===== config.mk =====
export PLATFORM = sky130hd
export DESIGN_NAME = rtc_ctrl
export DESIGN_NICKNAME = d
export VERILOG_FILES = /design/src/rtl/rtc_ctrl.sv
export SDC_FILE = /design/constraint.sdc
export NUM_CORES = 1
export LEC_CHECK = 0
export BUFFER_PORTS_ARGS = -buffer_cell sky130_fd_sc_hd__buf_2
export CAP_MARGIN = 20
export CELL_PAD_IN_SITES_DETAIL_PLACEMENT = 0
export CELL_PAD_IN_SITES_GLOBAL_PLACEMENT = 1
export CORE_UTILIZATION = 42
export DETAILED_ROUTE_END_ITERATION = 10
export HOLD_SLACK_MARGIN = 0.08
export MAX_ROUTING_LAYER = met4
export PLACE_DENSITY_LB_ADDON = 0.12
export SLEW_MARGIN = 20
export SYNTH_ARGS = -nofsm -noshare
export SYNTH_HDL_FRONTEND = slang
export SYNTH_SLANG_ARGS = --single-unit
export TNS_END_PERCENT = 50

===== constraint.sdc =====
create_clock -name clk_i -period 2.3 [get_ports clk_i]
set_input_delay 0.23 -clock clk_i [delete_from_list [all_inputs] [get_ports clk_i]]
set_output_delay 0.23 -clock clk_i [all_outputs]
set_load 0.005 [all_outputs]

===== src/rtl/rtc_ctrl.sv =====
`default_nettype none
// ============================================================================
// Module   : rtc_ctrl
// Purpose  : Time-keeping controller for the RTC peripheral. A programmable
//            prescaler produces one scheduled update per second that advances
//            a BCD seconds/minutes/hours chain in a single cycle. Time, control
//            and alarm registers are exposed on a single-cycle slave bus, and
//            an alarm match raises a level interrupt.
// Ports    : clk_i       - system clock, rising edge
//            rst_n_i     - synchronous active-low reset
//            stb_i       - bus strobe (access request)
//            we_i        - 1 = write, 0 = read
//            adr_i[2:0]  - register address
//            dat_i[7:0]  - write data
//            dat_o[7:0]  - read data, valid while ack_o = 1, held otherwise
//            ack_o       - one-cycle access acknowledge
//            sec_tick_o  - one-cycle pulse per time update
//            irq_o       - alarm interrupt (level)
// Revision : 1.0 - initial release
// ============================================================================
module rtc_ctrl #(
    parameter int CLK_DIV = 50_000_000,
    parameter int PRE_W   = 26
) (
    input  logic       clk_i,
    input  logic       rst_n_i,
    input  logic       stb_i,
    input  logic       we_i,
    input  logic [2:0] adr_i,
    input  logic [7:0] dat_i,
    output logic [7:0] dat_o,
    output logic       ack_o,
    output logic       sec_tick_o,
    output logic       irq_o
);

    localparam logic [PRE_W-1:0] c_pre_max = PRE_W'(CLK_DIV - 1);

    localparam logic [2:0] c_adr_sec   = 3'd0;
    localparam logic [2:0] c_adr_min   = 3'd1;
    localparam logic [2:0] c_adr_hour  = 3'd2;
    localparam logic [2:0] c_adr_ctrl  = 3'd3;
    localparam logic [2:0] c_adr_asec  = 3'd4;
    localparam logic [2:0] c_adr_amin  = 3'd5;
    localparam logic [2:0] c_adr_ahour = 3'd6;

    // BCD increment for the 7-bit seconds/minutes fields. Anything at or above
    // the limit wraps to zero, so out-of-range values written by software
    // converge deterministically on the next update.
    function automatic logic [6:0] bcd_inc7(input logic [6:0] v, input logic [6:0] lim);
        logic [6:0] r;
        if (v >= lim) begin
            r = 7'h00;
        end else if (v[3:0] >= 4'd9) begin
            r = {v[6:4] + 3'd1, 4'h0};
        end else begin
            r = v + 7'd1;
        end
        return r;
    endfunction

    // Same rule for the 6-bit hours field.
    function automatic logic [5:0] bcd_inc6(input logic [5:0] v, input logic [5:0] lim);
        logic [5:0] r;
        if (v >= lim) begin
            r = 6'h00;
        end else if (v[3:0] >= 4'd9) begin
            r = {v[5:4] + 2'd1, 4'h0};
        end else begin
            r = v + 6'd1;
        end
        return r;
    endfunction

    // ------------------------------------------------------------------------
    // State
    // ------------------------------------------------------------------------
    logic [PRE_W-1:0] pre_q,      pre_d;
    logic [6:0]       sec_q,      sec_d;
    logic [6:0]       min_q,      min_d;
    logic [5:0]       hour_q,     hour_d;
    logic [6:0]       alm_sec_q,  alm_sec_d;
    logic [6:0]       alm_min_q,  alm_min_d;
    logic [5:0]       alm_hour_q, alm_hour_d;
    logic             run_q,      run_d;
    logic             alm_en_q,   alm_en_d;
    logic             irq_pend_q, irq_pend_d;
    logic [7:0]       dat_q,      dat_d;
    logic             ack_q,      ack_d;
    logic             tick_q,     tick_d;

    // ------------------------------------------------------------------------
    // Bus decode and update scheduling
    // ------------------------------------------------------------------------
    logic       acc;
    logic       wr;
    logic       rd;
    logic       time_wr;
    logic       tick;
    logic       sec_wrap;
    logic       min_wrap;
    logic [6:0] sec_nxt;
    logic [6:0] min_nxt;
    logic [5:0] hour_nxt;
    logic       alm_hit;
    logic [7:0] rd_data;
    logic       unused_dat;

    // An access is taken only when no ack is pending, so a held strobe is
    // acknowledged every other cycle.
    assign acc     = stb_i && !ack_q;
    assign wr      = acc && we_i;
    assign rd      = acc && !we_i;
    assign time_wr = wr && (adr_i <= c_adr_hour);

    // A software write to any time register owns that edge: no increment,
    // no tick pulse and no alarm evaluation.
    assign tick = run_q && (pre_q == c_pre_max) && !time_wr;

    // Ripple carry through the chain in one cycle.
    assign sec_wrap = (sec_q >= 7'h59);
    assign min_wrap = (min_q >= 7'h59);
    assign sec_nxt  = bcd_inc7(sec_q, 7'h59);
    assign min_nxt  = sec_wrap ? bcd_inc7(min_q, 7'h59) : min_q;
    assign hour_nxt = (sec_wrap && min_wrap) ? bcd_inc6(hour_q, 6'h23) : hour_q;

    // Alarm compares against the post-increment time.
    assign alm_hit = tick && alm_en_q &&
                     (sec_nxt == alm_sec_q) &&
                     (min_nxt == alm_min_q) &&
                     (hour_nxt == alm_hour_q);

    assign unused_dat = dat_i[7];

    always_comb begin
        rd_data = 8'h00;
        case (adr_i)
            c_adr_sec:   rd_data = {1'b0, sec_q};
            c_adr_min:   rd_data = {1'b0, min_q};
            c_adr_hour:  rd_data = {2'b00, hour_q};
            c_adr_ctrl:  rd_data = {5'b00000, irq_pend_q, alm_en_q, run_q};
            c_adr_asec:  rd_data = {1'b0, alm_sec_q};
            c_adr_amin:  rd_data = {1'b0, alm_min_q};
            c_adr_ahour: rd_data = {2'b00, alm_hour_q};
            default:     rd_data = 8'h00;
        endcase
    end

    always_comb begin
        pre_d      = pre_q;
        sec_d      = sec_q;
        min_d      = min_q;
        hour_d     = hour_q;
        alm_sec_d  = alm_sec_q;
        alm_min_d  = alm_min_q;
        alm_hour_d = alm_hour_q;
        run_d      = run_q;
        alm_en_d   = alm_en_q;
        irq_pend_d = irq_pend_q;
        dat_d      = rd ? rd_data : dat_q;
        ack_d      = acc;
        tick_d     = tick;

        // Prescaler: restart on any time write, otherwise free-run while RUN.
        if (time_wr) begin
            pre_d = '0;
        end else if (run_q) begin
            pre_d = (pre_q == c_pre_max) ? '0 : pre_q + 1'b1;
        end

        if (tick) begin
            sec_d  = sec_nxt;
            min_d  = min_nxt;
            hour_d = hour_nxt;
        end

        if (wr) begin
            case (adr_i)
                c_adr_sec:   sec_d      = dat_i[6:0];
                c_adr_min:   min_d      = dat_i[6:0];
                c_adr_hour:  hour_d     = dat_i[5:0];
                c_adr_ctrl: begin
                    run_d    = dat_i[0];
                    alm_en_d = dat_i[1];
                    if (dat_i[2]) begin
                        irq_pend_d = 1'b0;
                    end
                end
                c_adr_asec:  alm_sec_d  = dat_i[6:0];
                c_adr_amin:  alm_min_d  = dat_i[6:0];
                c_adr_ahour: alm_hour_d = dat_i[5:0];
                default: ;
            endcase
        end

        // Set takes priority over a simultaneous write-1-to-clear.
        if (alm_hit) begin
            irq_pend_d = 1'b1;
        end
    end

    always_ff @(posedge clk_i) begin
        if (!rst_n_i) begin
            pre_q      <= '0;
            sec_q      <= 7'h00;
            min_q      <= 7'h00;
            hour_q     <= 6'h00;
            alm_sec_q  <= 7'h00;
            alm_min_q  <= 7'h00;
            alm_hour_q <= 6'h00;
            run_q      <= 1'b1;
            alm_en_q   <= 1'b0;
            irq_pend_q <= 1'b0;
            dat_q      <= 8'h00;
            ack_q      <= 1'b0;
            tick_q     <= 1'b0;
        end else begin
            pre_q      <= pre_d;
            sec_q      <= sec_d;
            min_q      <= min_d;
            hour_q     <= hour_d;
            alm_sec_q  <= alm_sec_d;
            alm_min_q  <= alm_min_d;
            alm_hour_q <= alm_hour_d;
            run_q      <= run_d;
            alm_en_q   <= alm_en_d;
            irq_pend_q <= irq_pend_d;
            dat_q      <= dat_d;
            ack_q      <= ack_d;
            tick_q     <= tick_d;
        end
    end

    assign dat_o      = dat_q;
    assign ack_o      = ack_q;
    assign sec_tick_o = tick_q;
    assign irq_o      = irq_pend_q && alm_en_q;

endmodule
`default_nettype wire


### Word level (Yosys, flattened, before mapping)

Cells that the tools add are included.

| storage, ports and cells | value |
|---|---|
| register bits | 79 |
| input bits | 15 |
| output and inout port bits | 11 |
| word-level logic and storage cells | 86 |

| operators by class | value |
|---|---|
| $add $sub $neg | 7 |
| order comparisons | 7 |
| equality and inequality tests | 10 |
| mux-type cells | 23 |
| bitwise logic cells | 1 |
| reductions and logical operators | 25 |

Operators with widths:

| operator | count |
|---|---|
| two-way mux 7 bit | 11 |
| one-hot mux 7 bit (7 select lines) | 1 |
| two-way mux 6 bit | 6 |
| adder 26 x 1 -> 26 bit (second input constant) | 1 |
| == test 26 bit (second input constant) | 1 |
| two-way mux 26 bit | 1 |
| adder 7 x 1 -> 7 bit (second input constant) | 2 |
| == test 7 bit | 2 |
| >= comparator 7 bit (second input constant) | 2 |
| >= comparator 4 bit (second input constant) | 3 |
| logical AND 1 bit | 12 |
| == test 3 bit (second input constant) | 3 |
| AND reduction 2 bit | 4 |
| adder 3 x 1 -> 3 bit (second input constant) | 2 |
| adder 6 x 1 -> 6 bit (second input constant) | 1 |
| == test 3 x 2 -> 1 bit (second input constant) | 2 |
| == test 6 bit | 1 |
| >= comparator 6 bit (second input constant) | 1 |
| nonzero test 2 bit | 3 |
| two-way mux 1 bit | 4 |
| == test 3 x 1 -> 1 bit (second input constant) | 1 |
| <= comparator 3 x 2 -> 1 bit (second input constant) | 1 |
| zero test 1 bit | 3 |
| zero test 3 bit | 1 |
| 4 further kinds | 4 |

### Longest topological paths before layout

| logic depth | value |
|---|---|
| depth in word-level cells | 12 |
| gate-level depth with buffers | 11 |
| depth with buffers taken out | 9 |

### Worst setup path before layout

Ideal clock, no wire load.

| path | value |
|---|---|
| path type | reg-to-reg |
| from | register min_q[1] |
| to | register irq_pend_q |
| library setup time | 59 ps |
| data arrival time | 2,441 ps |
| data required time | 2,241 ps |
| path slack | -199 ps |
| stages on the path, launching flop included | 11 |
| buffers on the path | 1 |
| clock period less this slack | 2,499 ps |
| path through | dfxtp_1 > inv_1 > ha_1 > or3b_1 > clkbuf_1 > and2_1 > o21ai_0 > o32ai_1 > or4_4 > nor4_2 > a31o_1 |

| on the way | value |
|---|---|
| cells in the longest elaborated chain, start to end | 9 |
| elaborated cells between the ends (all ways) | 17 |
| classes of those cells | 1 x add/sub; 2 x order compare; 2 x eq/ne; 5 x mux; 7 x reduce/logical |

Ends and longest elaborated chain:

| element | RTL line | source |
|---|---|---|
| start, declared | 80 | `logic [6:0] min_q, min_d;` |
| start signal, assigned | 220 | `min_q <= min_d;` |
| adder 7 x 1 -> 7 bit / >= comparator 4 bit (equally long branches) | 57, 54 |  |
| two-way mux 7 bit | 54 | `end else if (v[3:0] >= 4'd9) begin` |
| two-way mux 7 bit | 52 | `if (v >= lim) begin` |
| two-way mux 7 bit | 124 | `assign min_nxt = sec_wrap ? bcd_inc7(min_q, 7'h59) : min_q;` |
| == test 7 bit | 130 | `(min_nxt == alm_min_q) &&` |
| logical AND 1 bit | 129 | `(sec_nxt == alm_sec_q) &&` |
| logical AND 1 bit * | 130 |  |
| nonzero test 2 bit (no line) | - |  |
| AND reduction 3 bit (no line) | - |  |
| end signal, assigned | 227 | `irq_pend_q <= irq_pend_d;` |
| end, declared | 87 | `logic irq_pend_q, irq_pend_d;` |

Mark *: on every way between the ends. The rest lies on a longest branch, timed or not.
A chain may end at the register's enable or synchronous reset.

### Worst setup path after layout

| path | value |
|---|---|
| from | register sec_q[1] |
| to | register irq_pend_q |

| on the way | value |
|---|---|
| cells in the longest elaborated chain, start to end | 9 |
| elaborated cells between the ends (all ways) | 19 |
| classes of those cells | 1 x add/sub; 2 x order compare; 3 x eq/ne; 5 x mux; 8 x reduce/logical |

Ends and longest elaborated chain:

| element | RTL line | source |
|---|---|---|
| start, declared | 79 | `logic [6:0] sec_q, sec_d;` |
| start signal, assigned | 205 | `sec_q <= 7'h00;` |
| start signal, assigned | 219 | `sec_q <= sec_d;` |
| adder 7 x 1 -> 7 bit / >= comparator 4 bit (equally long branches) | 57, 54 |  |
| two-way mux 7 bit | 54 |  |
| two-way mux 7 bit | 52 |  |
| == test 7 bit | 129 |  |
| logical AND 1 bit | 128 | `assign alm_hit = tick && alm_en_q &&` |
| logical AND 1 bit | 129 |  |
| logical AND 1 bit * | 130 |  |
| nonzero test 2 bit (no line) | - |  |
| AND reduction 3 bit (no line) | - |  |

Marked as above.

==> summary.txt <==
Failing checks - setup timing
R2R Path End - irq_pend_q
CTS sink cnt - 78
Clk buf depth - 2
Stages on the worst setup path - 10
Crit path required time - 2.60 ns
Bufs and invs on worst path - 2
Drt total wl - 17700 um
Leading register cell type out of synthesis - dfxtp_1
Worst vdd ir - 0.614 mV
CTS H-tree depth - 3
Vias - 5350
Syn nets - 640
Switching Fraction - 24.6%
Slowest Stage Delay on Critical Path - 0.52 ns
Crit-path max FO - 7
Post-route ant nets - 0
Fin. max-slew vios - 0
PnR worst setup slack - -0.119 ns
Reg-to-reg setup timing slack - -0.12 ns
CP top delay family - simple AND/OR/NAND/NOR gates
Worst Tran Pin Value - 0.576 ns
Cells after Synth - 609
Post-DP HPWL - 13200 um
Final Setup Violations - 2
Initial antenna violation count - 0
Clock power frac - 47.7%
Boundary Pins - 26
Crit Path Class - flip-flop to flip-flop
Worst slew margin - 61.6%
Outcome - finished with violations
Inserted Diodes - 0
Crit path cell chain - inv_4 -> ha_4 -> and4b_2 -> buf_6 -> o31a_4 -> a21oi_2 -> o21ba_1 -> or4_4 -> nor4_4 -> a31o_1
Final core occ - 61.2%
Logic pwr share - 9.6%
Seq/Total Area, Yosys - 31.3%
Clock Latency Late Sink - 0.35 ns
Largest net degree at the start of global routing - 27
DR iter-0 viols - 374
Commonest cells post-synth - nor2_1 (82), dfxtp_1 (78), nand2_1 (48)
First-pass GRT wire length - 27600 um
Critical Path Start Type - flip-flop
Mapped cell area - 4980 sq um
Worst Setup SP - sec_q[1]
Synth top area share - 31.3%
Setup Skew - 0.00659 ns
CTS clock-pin slew for the worst setup and hold paths - 0.06 ns
Worst setup EP type - flip-flop
Yosys top cell by area - dfxtp_1
Sw Pwr - 0.805 mW
Highest Clock Rate - 0.413 GHz
CTS tree - done
Synth cell types - 74
Int Pwr - 2.46 mW
TritonCTS Buffers - 9
Layout cells sized above 1 - 35.1%
Part of the power in registers - 42.7%
Remaining Overflow, GRT - 0
Layout Nets - 789
Vias in the first global route - 5043
Vias/cell - 5.91
Launch point of the worst reg-to-reg path - sec_q[1]
Area Growth Syn to Fin - 40.7%
Worst Setup EP - irq_pend_q
Number of synthesized flops with an enable pin - 0
Top cells by area, synth - dfxtp_1 (31%), mux2i_1 (7.6%), nor2_1 (6.2%)
Gr usage total - 29.9%
Hold Startpoint - dat_i[6]
Post-route design area - 7010 sq um
Die ar. - 12300 sq um
#FFs+latches synth - 78
1st-pass router iterations - 5
DRC - 0
Routed wire per std cell - 19.5 um
Core Area - 11500 sq um
Final GP Congestion - 0.968
Final Cycle Share - 105%
Die H - 111 um
# port buffers - 23
Initial Util - 43.5%
Most frequent cell after synthesis - nor2_1
Die W - 111 um
Placement Cell Area - 6180 sq um
Synth warnings - 0
Worst r2r path cells - 10
Max Cap Viol - 0
Tightest Hold Check Type - primary input to flip-flop
Final hold viol count - 0
FFs w/ async S/R, synth - 0%
Leak Pwr - 2.75 nW
PD cells - 466 nW/um^2
RSZ-0062 raised after global routing - yes
Number of cell rows - 39
Post-layout minimum cycle time - 2.42 ns
Slowest CP cell - or4_4
Mean Syn Cell Area - 8.18 sq um
Root buffer cell - clkbuf_16
Crit path arrival time - 2.72 ns
layer usage:
| layer | track usage (%) | routed length [um] | part of all wire [%] | vias up |
|---|---|---|---|---|
| li1 | - | - | - | 2521 |
| met1 | 41.3 | 8230 | 47 | 2600 |
| met2 | 44.7 | 7790 | 44 | 196 |
| met3 | 5.96 | 1240 | 7.0 | 33 |
| met4 | 7.64 | 436 | 2.5 | 0 |
| met5 | - | 0 | 0 | - |
power groups by stage:
stage                     Combinational, mW  Sequential (mW)  Clock, mW
after floorplan                       0.152             1.42          0
after global placement                0.283             1.42          0
after detailed placement              0.287             1.42          0
after CTS                             0.290             1.39       1.58
after global routing                  0.337             1.40       1.63
final                                 0.315             1.39       1.56
worst register-to-register path: stages (launching register included):
cell and delay (ns):
dfxtp_2 0.36, inv_4 0.05, ha_4 0.17, and4b_2 0.24
buf_6 0.13, o31a_4 0.34, a21oi_2 0.13, o21ba_1 0.15
or4_4 0.52, nor4_4 0.13, a31o_1 0.16
sequential cells by signal, summed over array words and instances, names as in the netlist, 6 cells and up:
signal      flops
sec_q           7
alm_sec_q       7
hour_q          6
min_q           7
pre_q          26
alm_min_q       7
dat_o           7
alm_hour_q      6
stage by stage:
stage	TNS, ns	total power [mW]	cells	hold WS (ns)	worst slack [ns]
3_5_place_dp	-2.78	1.71	878	0.459	-0.278
3_3_place_gp	-1.96	1.71	878	0.459	-0.208
2_1_floorplan	-0.0552	1.58	609	0.354	-0.0552
4_1_cts	-0.567	3.27	897	0.164	-0.186
6_report	-0.183	3.27	906	0.166	-0.119
5_1_grt	-0.593	3.37	906	0.176	-0.212
what timing repair did:
item	CTS	global route
buffers inserted	3	9
setup endpoints to repair	20	19
hold buffers	0	0
resized for setup	16	73
pin swaps	11	29
cell families (layout without fill, tap and decap cells):
kind of cell,after synthesis,count (layout),share of synthesized area (%)
compound gates,140,140,19.4
xor+xnor,28,28,4.92
fa+ha+maj,16,16,4.02
buf+inv,54,208,4.59
flops,78,78,31.3
mux,44,44,9.89
other cells,1,1,0.0752
simple gates,248,248,25.8
final cells by class:
cell class              count  area (sq um)
multi-input cells         477          3560
inverters                  21          81.3
flip-flops and latches     78          1580
clock inverters             5          83.8
repair buffers            171          1300
well taps                 143           179
clock buffers              11           233
fillers                  1018          4450
placed cells by master, fill, tap and decap left out, types with 5 or more instances in the layout:
cell	synthesis	final
dfxtp_1	78	67
xnor2_1	12	12
a211oi_1	12	7
nor2b_1	8	8
buf_4	1	134
buf_2	6	23
inv_1	19	17
ha_1	16	15
nand3_1	21	21
or3_1	8	7
nand2_1	48	42
o21ai_0	34	32
xor2_1	16	16
nand4_1	13	13
clkbuf_16	0	9
nor2_1	82	79
o31ai_1	6	6
nand2b_1	8	7
o211ai_1	6	6
a21oi_1	26	26
mux2i_1	38	38
a31oi_1	8	7
and2_1	6	5
a211oi_2	0	5
dfxtp_2	0	10
nor3_1	10	7
buf_6	2	12
worst min-delay path by stage:
stage	end	cells past startpoint	slack, ns
after floorplan	run_q	2	0.35
after global placement	dat_o[6]	2	0.46
after detailed placement	dat_o[6]	2	0.46
after CTS	alm_sec_q[6]	3	0.16
after global routing	alm_sec_q[6]	3	0.18
final	alm_sec_q[6]	3	0.17
(Power assumes the default switching activity.)
